**config.mk**
```make
export PLATFORM = sky130hd
export DESIGN_NAME = mdu_seq
export DESIGN_NICKNAME = d
export VERILOG_FILES = /design/src/rtl/mdu_pkg.sv /design/src/rtl/mdu_seq.sv
export SDC_FILE = /design/constraint.sdc
export NUM_CORES = 1
export LEC_CHECK = 0
export ABC_AREA = 1
export CORE_UTILIZATION = 40
export DETAILED_ROUTE_END_ITERATION = 16
export PLACE_DENSITY = 0.74
export SLEW_MARGIN = 15
export SYNTH_ARGS = -nofsm -noshare
export SYNTH_HDL_FRONTEND = slang
export SYNTH_SLANG_ARGS = --single-unit
```
**constraint.sdc**
```tcl
create_clock -name clock -period 2.7 [get_ports clock]
set_input_delay 0.405 -clock clock [delete_from_list [all_inputs] [get_ports clock]]
set_output_delay 0.405 -clock clock [all_outputs]
set_load 0.01 [all_outputs]
```
**src/rtl/mdu_pkg.sv**
```systemverilog
// Shared constants for the iterative multiply/divide sequencer: ALU codes, mop fields
// and FSM state encodings.
package mdu_pkg;

    localparam logic [2:0] ALU_ADD = 3'b000;
    localparam logic [2:0] ALU_SUB = 3'b110;

    localparam logic [1:0] MOP_MUL        = 2'b00;
    localparam logic [1:0] MOP_DIV        = 2'b01;
    localparam int         MOP_SIGNED_BIT = 1;

    localparam logic [2:0] ST_IDLE  = 3'd0;
    localparam logic [2:0] ST_MUL   = 3'd1;
    localparam logic [2:0] ST_DIV   = 3'd2;
    localparam logic [2:0] ST_DONE  = 3'd3;
    localparam logic [2:0] ST_FIXUP = 3'd4;

endpackage

```
**src/rtl/mdu_seq.sv**
```systemverilog
// Iterative shift-add multiply / restoring divide that borrows the EX-stage ALU while busy.
// Optional signed support via `define MDU_SIGNED_EN (adds a FIXUP negation cycle).
module mdu_seq
    import mdu_pkg::*;
#(
    parameter int W     = 32,
    parameter int CNT_W = 5
) (
    input  logic         clock,
    input  logic         resetn,
    input  logic         start,
    input  logic [1:0]   mop,
    input  logic [W-1:0] opa,
    input  logic [W-1:0] opb,
    output logic         busy,
    output logic         done,
    output logic         dz,
    output logic [W-1:0] hi,
    output logic [W-1:0] lo,
    input  logic [W-1:0] ex_alua,
    input  logic [W-1:0] ex_alub,
    input  logic [2:0]   ex_ealuc,
    output logic [W-1:0] alua,
    output logic [W-1:0] alub,
    output logic [2:0]   ealuc,
    input  logic [W-1:0] ealu
);

    logic [2:0]       state_q, state_d;
    logic [CNT_W-1:0] cnt_q;
    logic [W-1:0]     acc_q, low_q, opd_q;
    logic [W-1:0]     hi_q, lo_q;
    logic             dz_q;

    logic             accept;
    logic             div_zero;
    logic [W-1:0]     mag_a, mag_b;
    logic [W-1:0]     shift_s;
    logic [W-1:0]     iter_acc, iter_low;
    logic             carry;

`ifdef MDU_SIGNED_EN
    logic sgn_op;
    logic signed_q, div_q, neg_lo_q, neg_hi_q;

    assign sgn_op = mop[MOP_SIGNED_BIT];
    assign mag_a  = (sgn_op && opa[W-1]) ? -opa : opa;
    assign mag_b  = (sgn_op && opb[W-1]) ? -opb : opb;
`else
    logic unused_sgn;

    assign unused_sgn = mop[MOP_SIGNED_BIT];
    assign mag_a      = opa;
    assign mag_b      = opb;
`endif

    assign accept   = start && (state_q == ST_IDLE || state_q == ST_DONE);
    assign div_zero = mop[0] && (opb == '0);
    assign shift_s  = {acc_q[W-2:0], low_q[W-1]};

    // ALU is shared: pass EX operands through unless an iteration owns it.
    always_comb begin
        alua     = ex_alua;
        alub     = ex_alub;
        ealuc    = ex_ealuc;
        iter_acc = acc_q;
        iter_low = low_q;
        carry    = 1'b0;
        case (state_q)
            ST_MUL: begin
                alua     = acc_q;
                alub     = low_q[0] ? opd_q : '0;
                ealuc    = ALU_ADD;
                carry    = (ealu < acc_q);
                iter_acc = {carry, ealu[W-1:1]};
                iter_low = {ealu[0], low_q[W-1:1]};
            end
            ST_DIV: begin
                alua  = shift_s;
                alub  = opd_q;
                ealuc = ALU_SUB;
                // R[31] set means the shifted remainder exceeds 32 bits, so it always fits D.
                if (acc_q[W-1] || shift_s >= opd_q) begin
                    iter_acc = ealu;
                    iter_low = {low_q[W-2:0], 1'b1};
                end else begin
                    iter_acc = shift_s;
                    iter_low = {low_q[W-2:0], 1'b0};
                end
            end
            default: ;
        endcase
    end

    always_comb begin
        state_d = state_q;
        case (state_q)
            ST_IDLE, ST_DONE: begin
                if (!start)        state_d = ST_IDLE;
                else if (div_zero) state_d = ST_DONE;
                else               state_d = mop[0] ? ST_DIV : ST_MUL;
            end
            ST_MUL, ST_DIV: begin
                if (cnt_q == '0) begin
`ifdef MDU_SIGNED_EN
                    state_d = signed_q ? ST_FIXUP : ST_DONE;
`else
                    state_d = ST_DONE;
`endif
                end
            end
`ifdef MDU_SIGNED_EN
            ST_FIXUP: state_d = ST_DONE;
`endif
            default: state_d = ST_IDLE;
        endcase
    end

    always_ff @(posedge clock or negedge resetn) begin
        if (!resetn) state_q <= ST_IDLE;
        else         state_q <= state_d;
    end

    always_ff @(posedge clock or negedge resetn) begin
        if (!resetn) begin
            cnt_q <= '0;
            acc_q <= '0;
            low_q <= '0;
            opd_q <= '0;
            hi_q  <= '0;
            lo_q  <= '0;
            dz_q  <= 1'b0;
        end else if (accept) begin
            cnt_q <= '1;
            acc_q <= '0;
            low_q <= mop[0] ? mag_a : mag_b;
            opd_q <= mop[0] ? mag_b : mag_a;
            if (div_zero) begin
                dz_q <= 1'b1;
                hi_q <= opa;
                lo_q <= '1;
            end
        end else if (state_q == ST_MUL || state_q == ST_DIV) begin
            acc_q <= iter_acc;
            low_q <= iter_low;
            cnt_q <= cnt_q - CNT_W'(1);
`ifdef MDU_SIGNED_EN
            if (cnt_q == '0 && !signed_q) begin
`else
            if (cnt_q == '0) begin
`endif
                hi_q <= iter_acc;
                lo_q <= iter_low;
                dz_q <= 1'b0;
            end
        end
`ifdef MDU_SIGNED_EN
        else if (state_q == ST_FIXUP) begin
            dz_q <= 1'b0;
            if (!div_q) begin
                {hi_q, lo_q} <= neg_lo_q ? -{acc_q, low_q} : {acc_q, low_q};
            end else begin
                lo_q <= neg_lo_q ? -low_q : low_q;
                hi_q <= neg_hi_q ? -acc_q : acc_q;
            end
        end
`endif
    end

`ifdef MDU_SIGNED_EN
    always_ff @(posedge clock or negedge resetn) begin
        if (!resetn) begin
            signed_q <= 1'b0;
            div_q    <= 1'b0;
            neg_lo_q <= 1'b0;
            neg_hi_q <= 1'b0;
        end else if (accept) begin
            signed_q <= sgn_op;
            div_q    <= mop[0];
            neg_lo_q <= sgn_op && (opa[W-1] ^ opb[W-1]);
            neg_hi_q <= sgn_op && (mop[0] ? opa[W-1] : (opa[W-1] ^ opb[W-1]));
        end
    end
`endif

    assign busy = (state_q == ST_MUL) || (state_q == ST_DIV) || (state_q == ST_FIXUP);
    assign done = (state_q == ST_DONE);
    assign dz   = dz_q;
    assign hi   = hi_q;
    assign lo   = lo_q;

endmodule

```
# Word-level counts from Yosys, hierarchy flattened
# Cells that the tools add are included.
# W data, S select, Z words.
# word_totals
register_bits,169
latch_bits,0
ramBits,0
mem_bits_ro,0
inputBits,168
out_inout_bits,134
mem_count,0
# classes
addsub,1
multipliers,0
div_mod_pow,0
order_cmp,2
eq_ne,6
shifts,0
n_mux,33
n_bitwise,0
reduce_logical,14
# op_table
cell,n
$mux W32,16
$pmux W32 S2,4
$ge A32 B32 Y1,1
$logic_not A32 Y1,1
$lt A32 B32 Y1,1
$pmux W3 S2,2
$mux W5,2
$eq A3 B2 Y1 const B,2
$mux W2,3
$logic_not A5 Y1,1
$mux W1,5
$sub A5 B1 Y5 const B,1
$logic_or A1 B1 Y1,4
$reduce_bool A2 Y1,2
$reduce_or A2 Y1,2
$eq A3 B1 Y1 const B,1
$eq A3 B3 Y1 const B,1
$logic_not A3 Y1,1
$mux W3,1
$reduce_and A3 Y1,1
$logic_and A1 B1 Y1,2
$ne A2 B1 Y1 const B,1
$ne A2 B2 Y1 const B,1

# Logic depth before layout (Yosys ltp)
# depth
word_depth,7
ltp_mapped,20

# Least setup slack after synthesis
# Ideal clock, no wire load.
# synth_timing
path_type,reg2out
from,register state_q[0]
to,output alua[10]
t_arrival_ns,1.882
setup_slack_ns,0.413
stages_incl_launch_ff,9
path_buffers,4
path_cell_list,dfrtp_1 -> inv_1 -> ha_1 -> buf_2 -> clkbuf_1 -> clkbuf_1 -> buf_1 -> a21oi_1 -> o21ai_0
# synth_via
elab_chain_len,2
# synth_lines
element,line,text
start: declaration,mdu_seq.sv:29,"logic [2:0] state_q, state_d;"
start signal: assignment,mdu_seq.sv:121,else state_q <= state_d;
$eq A3 B2 Y1 / $eq A3 B1 Y1 (equally long branches),mdu_seq.sv:69,case (state_q)
$pmux W32 S2 (*),mdu_seq.sv:69,
end: declaration,mdu_seq.sv:23,"output logic [W-1:0] alua,"
# Every way passes the cells marked *; elsewhere a longest branch is shown, timed or not.

# Worst setup path after layout
# layout_timing
from,register state_q[0]
to,output alub[6]
# layout_via
elab_chain_len,2
# layout_lines
element,line,text
$eq A3 B2 Y1 / $eq A3 B1 Y1 (equally long branches),mdu_seq.sv:69,
$pmux W32 S2 (*),mdu_seq.sv:69,
end: declaration,mdu_seq.sv:24,"output logic [W-1:0] alub,"
# Marks and branches as above.

==> flow_summary.yaml <==
global_routing:
  grt_start_max_net_pins: 81
  global_route_wire_length_before_repair_um: 64300
  grtUsageTotal: 0.294
  vias_in_the_first_global_route: 11500
  gr-total-overflow: 0
  grt_antenna_before_repair: 1
synthesis:
  ys_warn_count: 0
  post_synth_most_frequent_cells: "sky130_fd_sc_hd__nand2_1 (247), sky130_fd_sc_hd__inv_1 (170), sky130_fd_sc_hd__dfrtp_1 (168)"
  synth_largest_area_cell: "sky130_fd_sc_hd__dfrtp_1"
  synth.net_count: 1657
  synth_cells: 1421
  synth_area_um2: 10900
  yosys_register_bits: 168
  synth.top_cell.area_share: 0.387
  yosys-top-cells-area: "sky130_fd_sc_hd__dfrtp_1 (39%), sky130_fd_sc_hd__nand2_1 (8.5%), sky130_fd_sc_hd__ha_1 (7.8%), sky130_fd_sc_hd__a21oi_1 (6.1%), sky130_fd_sc_hd__inv_1 (5.9%)"
  synthMostInstantiatedCell: "sky130_fd_sc_hd__nand2_1"
  avgSynthCellArea_um2: 7.64
  synth_top_flop_cell: "sky130_fd_sc_hd__dfrtp_1"
  synth.lib_cells_used.distinct: 34
  synth_seq_area_share: 0.387
  async_reset_ff_frac: 1.00
  synth_enable_flop_cells: 0
status:
  outcome: "finished clean"
clocking:
  cts_root_buf: "sky130_fd_sc_hd__clkbuf_16"
  number_of_sinks_on_the_clock_net: 168
  clk-insertion-delay-late_ns: 0.43
  numCtsBuffers: 17
  cts_tree: "built"
  cts_htree_levels: 4
  cts.reportedPaths.clkPinSlew_ns: 0.07
  cts_buffer_depth: 2
final_layout:
  final_util: 0.584
  post-route-cell-area_um2: 15400
  area.growth.synth_to_final_pct: 41.8
  layout_cell_share_with_drive_strength_beyond_1: 0.0691
  num-nets-final: 1946
job:
  cap_viol_max_count: 0
placed_design:
  placement.cell_area_um2: 14500
  io_buffer_count: 300
  place.detailed.hpwl_um: 29900
  globalplace.congestion: 0.907
  dp_worst_setup_slack_ns: 0.00360
die:
  io_pins: 302
  num_rows: 59
  fp.dieW_um: 167
  die_area_um2: 27800
  core_area_um2: 26400
  die_h_um: 167
  initial_utilization: 0.412
power:
  vdd.ir_drop.worst_mv: 0.595
  leakage_nw: 7.73
  power.density_cell_area_nw_per_um2: 969
sta:
  max-slew-margin-rel: 0.497
  top_achievable_clock_speed_mhz: 376
  timing.final.max_slew_violations: 0
  setup_violations: 0
  finClkSkew_ns: 0.0105
  finalWorstPathRequiredPeriod_ns: 2.66
  grt_setup_unrepaired: "true"
  tightest_slew_ns: 0.755
  setup-tns-final_ns: 0
  whs_ns: 0.461
  hold_violations: 0
  finalCritPeriodShare: 0.985
  postLayoutSetupSlackWorst_ns: 0.0394
detailed_routing:
  ant_nets: 0
  post-route-drc-count: 0
  post_drt_via_cell_ratio: 5.68
  routed_wirelength_um: 41200
  drt-wirelength-per-cell_um: 20.0
  dr.pass1.iters: 5
  drt-initial-drc-count: 906
  dr_total_vias: 11700
critical_path:
  cp_slowest_stage_delay_ns: 0.52
  critical_path.slowest_cell: "sky130_fd_sc_hd__clkdlybuf4s50_1"
  criticalPathCategory: "flip-flop to output pin"
  cp.required_ns: 2.30
  worst_ep_arrival_time_ns: 2.26
  critical_path.most_common_cell: "sky130_fd_sc_hd__buf_4"
  crit_path_start_kind: "flip-flop"
  setup.worst_path.end_class: "output pin"
  crit_fanout: 6
  crit_chain: "buf_4 > ha_4 > inv_2 > o21ai_4 > buf_6 > buf_4 > nand3_1 > nand2_1 > clkdlybuf4s50_1"
hold_path:
  classification_of_the_worst_slack_hold_path: "input port to async pin"
[placed cells by master, fill, tap and decap left out, types with 13 or more instances in the layout]
cell	netlist	routed
sky130_fd_sc_hd__a21o_1	32	32
sky130_fd_sc_hd__a21oi_1	133	133
sky130_fd_sc_hd__a22oi_1	32	32
sky130_fd_sc_hd__a31oi_1	30	30
sky130_fd_sc_hd__buf_12	0	18
sky130_fd_sc_hd__buf_4	6	37
sky130_fd_sc_hd__clkbuf_16	0	20
sky130_fd_sc_hd__clkdlybuf4s50_1	0	234
sky130_fd_sc_hd__dfrtp_1	168	168
sky130_fd_sc_hd__dlygate4sd2_1	0	43
sky130_fd_sc_hd__dlymetal6s2s_1	0	18
sky130_fd_sc_hd__ha_1	68	66
sky130_fd_sc_hd__inv_1	170	168
sky130_fd_sc_hd__mux2i_1	37	37
sky130_fd_sc_hd__nand2_1	247	245
sky130_fd_sc_hd__nand3_1	51	50
sky130_fd_sc_hd__nor2_1	71	71
sky130_fd_sc_hd__nor3_1	27	26
sky130_fd_sc_hd__o211ai_1	13	13
sky130_fd_sc_hd__o21ai_0	127	126
sky130_fd_sc_hd__o22ai_1	77	77
[path summary, 6_finish.rpt]
check,from,endpoint,slack [ns],cells past startpoint
setup / recovery,state_q[0],alub[6],0.04,9
hold / removal,resetn,hi[6],0.46,2
setup reg to reg,state_q[1],hi[31],0.15,12
hold reg to reg,cnt_q[4],cnt_q[4],0.50,1
max in group asynchronous,resetn,lo[15],1.41,3
min in group clock,cnt_q[4],cnt_q[4],0.50,1
[kinds of logic after synthesis]
group                      share of synthesized area
DFF                                            0.387
AOI/OAI and AO/OA                              0.243
and+or+nand+nor                                0.159
adders and majority gates                     0.0784
buffers and inverters                         0.0989
muxes                                         0.0341
[metrics by stage]
stage          power, W  cells
3_3_place_gp     0.0115   2010
3_5_place_dp     0.0117   2010
4_1_cts          0.0144   2049
5_1_grt          0.0159   2057
6_report         0.0149   2057
2_1_floorplan   0.00822   1421
[critical path, delay by kind of cell (launching register included)]
kind / cells / cell delay, ns
buf+inv: 5 / 0.99
flops: 1 / 0.37
compound gates: 1 / 0.17
fa+ha+maj: 1 / 0.16
simple gates: 2 / 0.13
[sequential cells by signal (all words and copies together), names as in the netlist]
name / count
acc_q: 32
hi: 32
lo: 32
low_q: 32
opd_q: 32
cnt_q: 5
state_q: 2
dz: 1
[where the power goes]
group | switching (W) | internal, W | total [W]
Clock | 0.00111 | 0.00149 | 0.00260
Combinational | 0.00522 | 0.00360 | 0.00882
Sequential | 0.000360 | 0.00313 | 0.00349
Total | 0.00669 | 0.00823 | 0.0149
[layer usage]
metal / part of all wire / track usage / vias up
met2: 0.47 / 0.483 / 609
met5: 0 / 0 / -
met1: 0.42 / 0.383 / 5528
met3: 0.074 / 0.0518 / 81
met4: 0.034 / 0.117 / 0
li1: - / - / 5462
[repair_timing]
| action | in CTS | in global routing |
|---|---|---|
| endpoints found under the setup margin | 67 | 67 |
| gates resized for setup | 58 | 41 |
| hold buffers | 1 | 0 |
| endpoints found under the hold margin | 39 | 0 |
| gates cloned | 3 | 3 |
| setup buffers | 5 | 4 |
| pin swaps | 0 | 2 |
[final cells by class]
class | instances | area, um2
Multi-Input combinational cell | 981 | 5640
Antenna cell | 1 | 2.50
Sequential cell | 168 | 4200
Tap cell | 335 | 419
Fill cell | 2355 | 11000
Clock inverter | 12 | 168
Timing Repair Buffer | 367 | 3860
Clock buffer | 18 | 439
Inverter | 175 | 666
(Power assumes the default switching activity.)
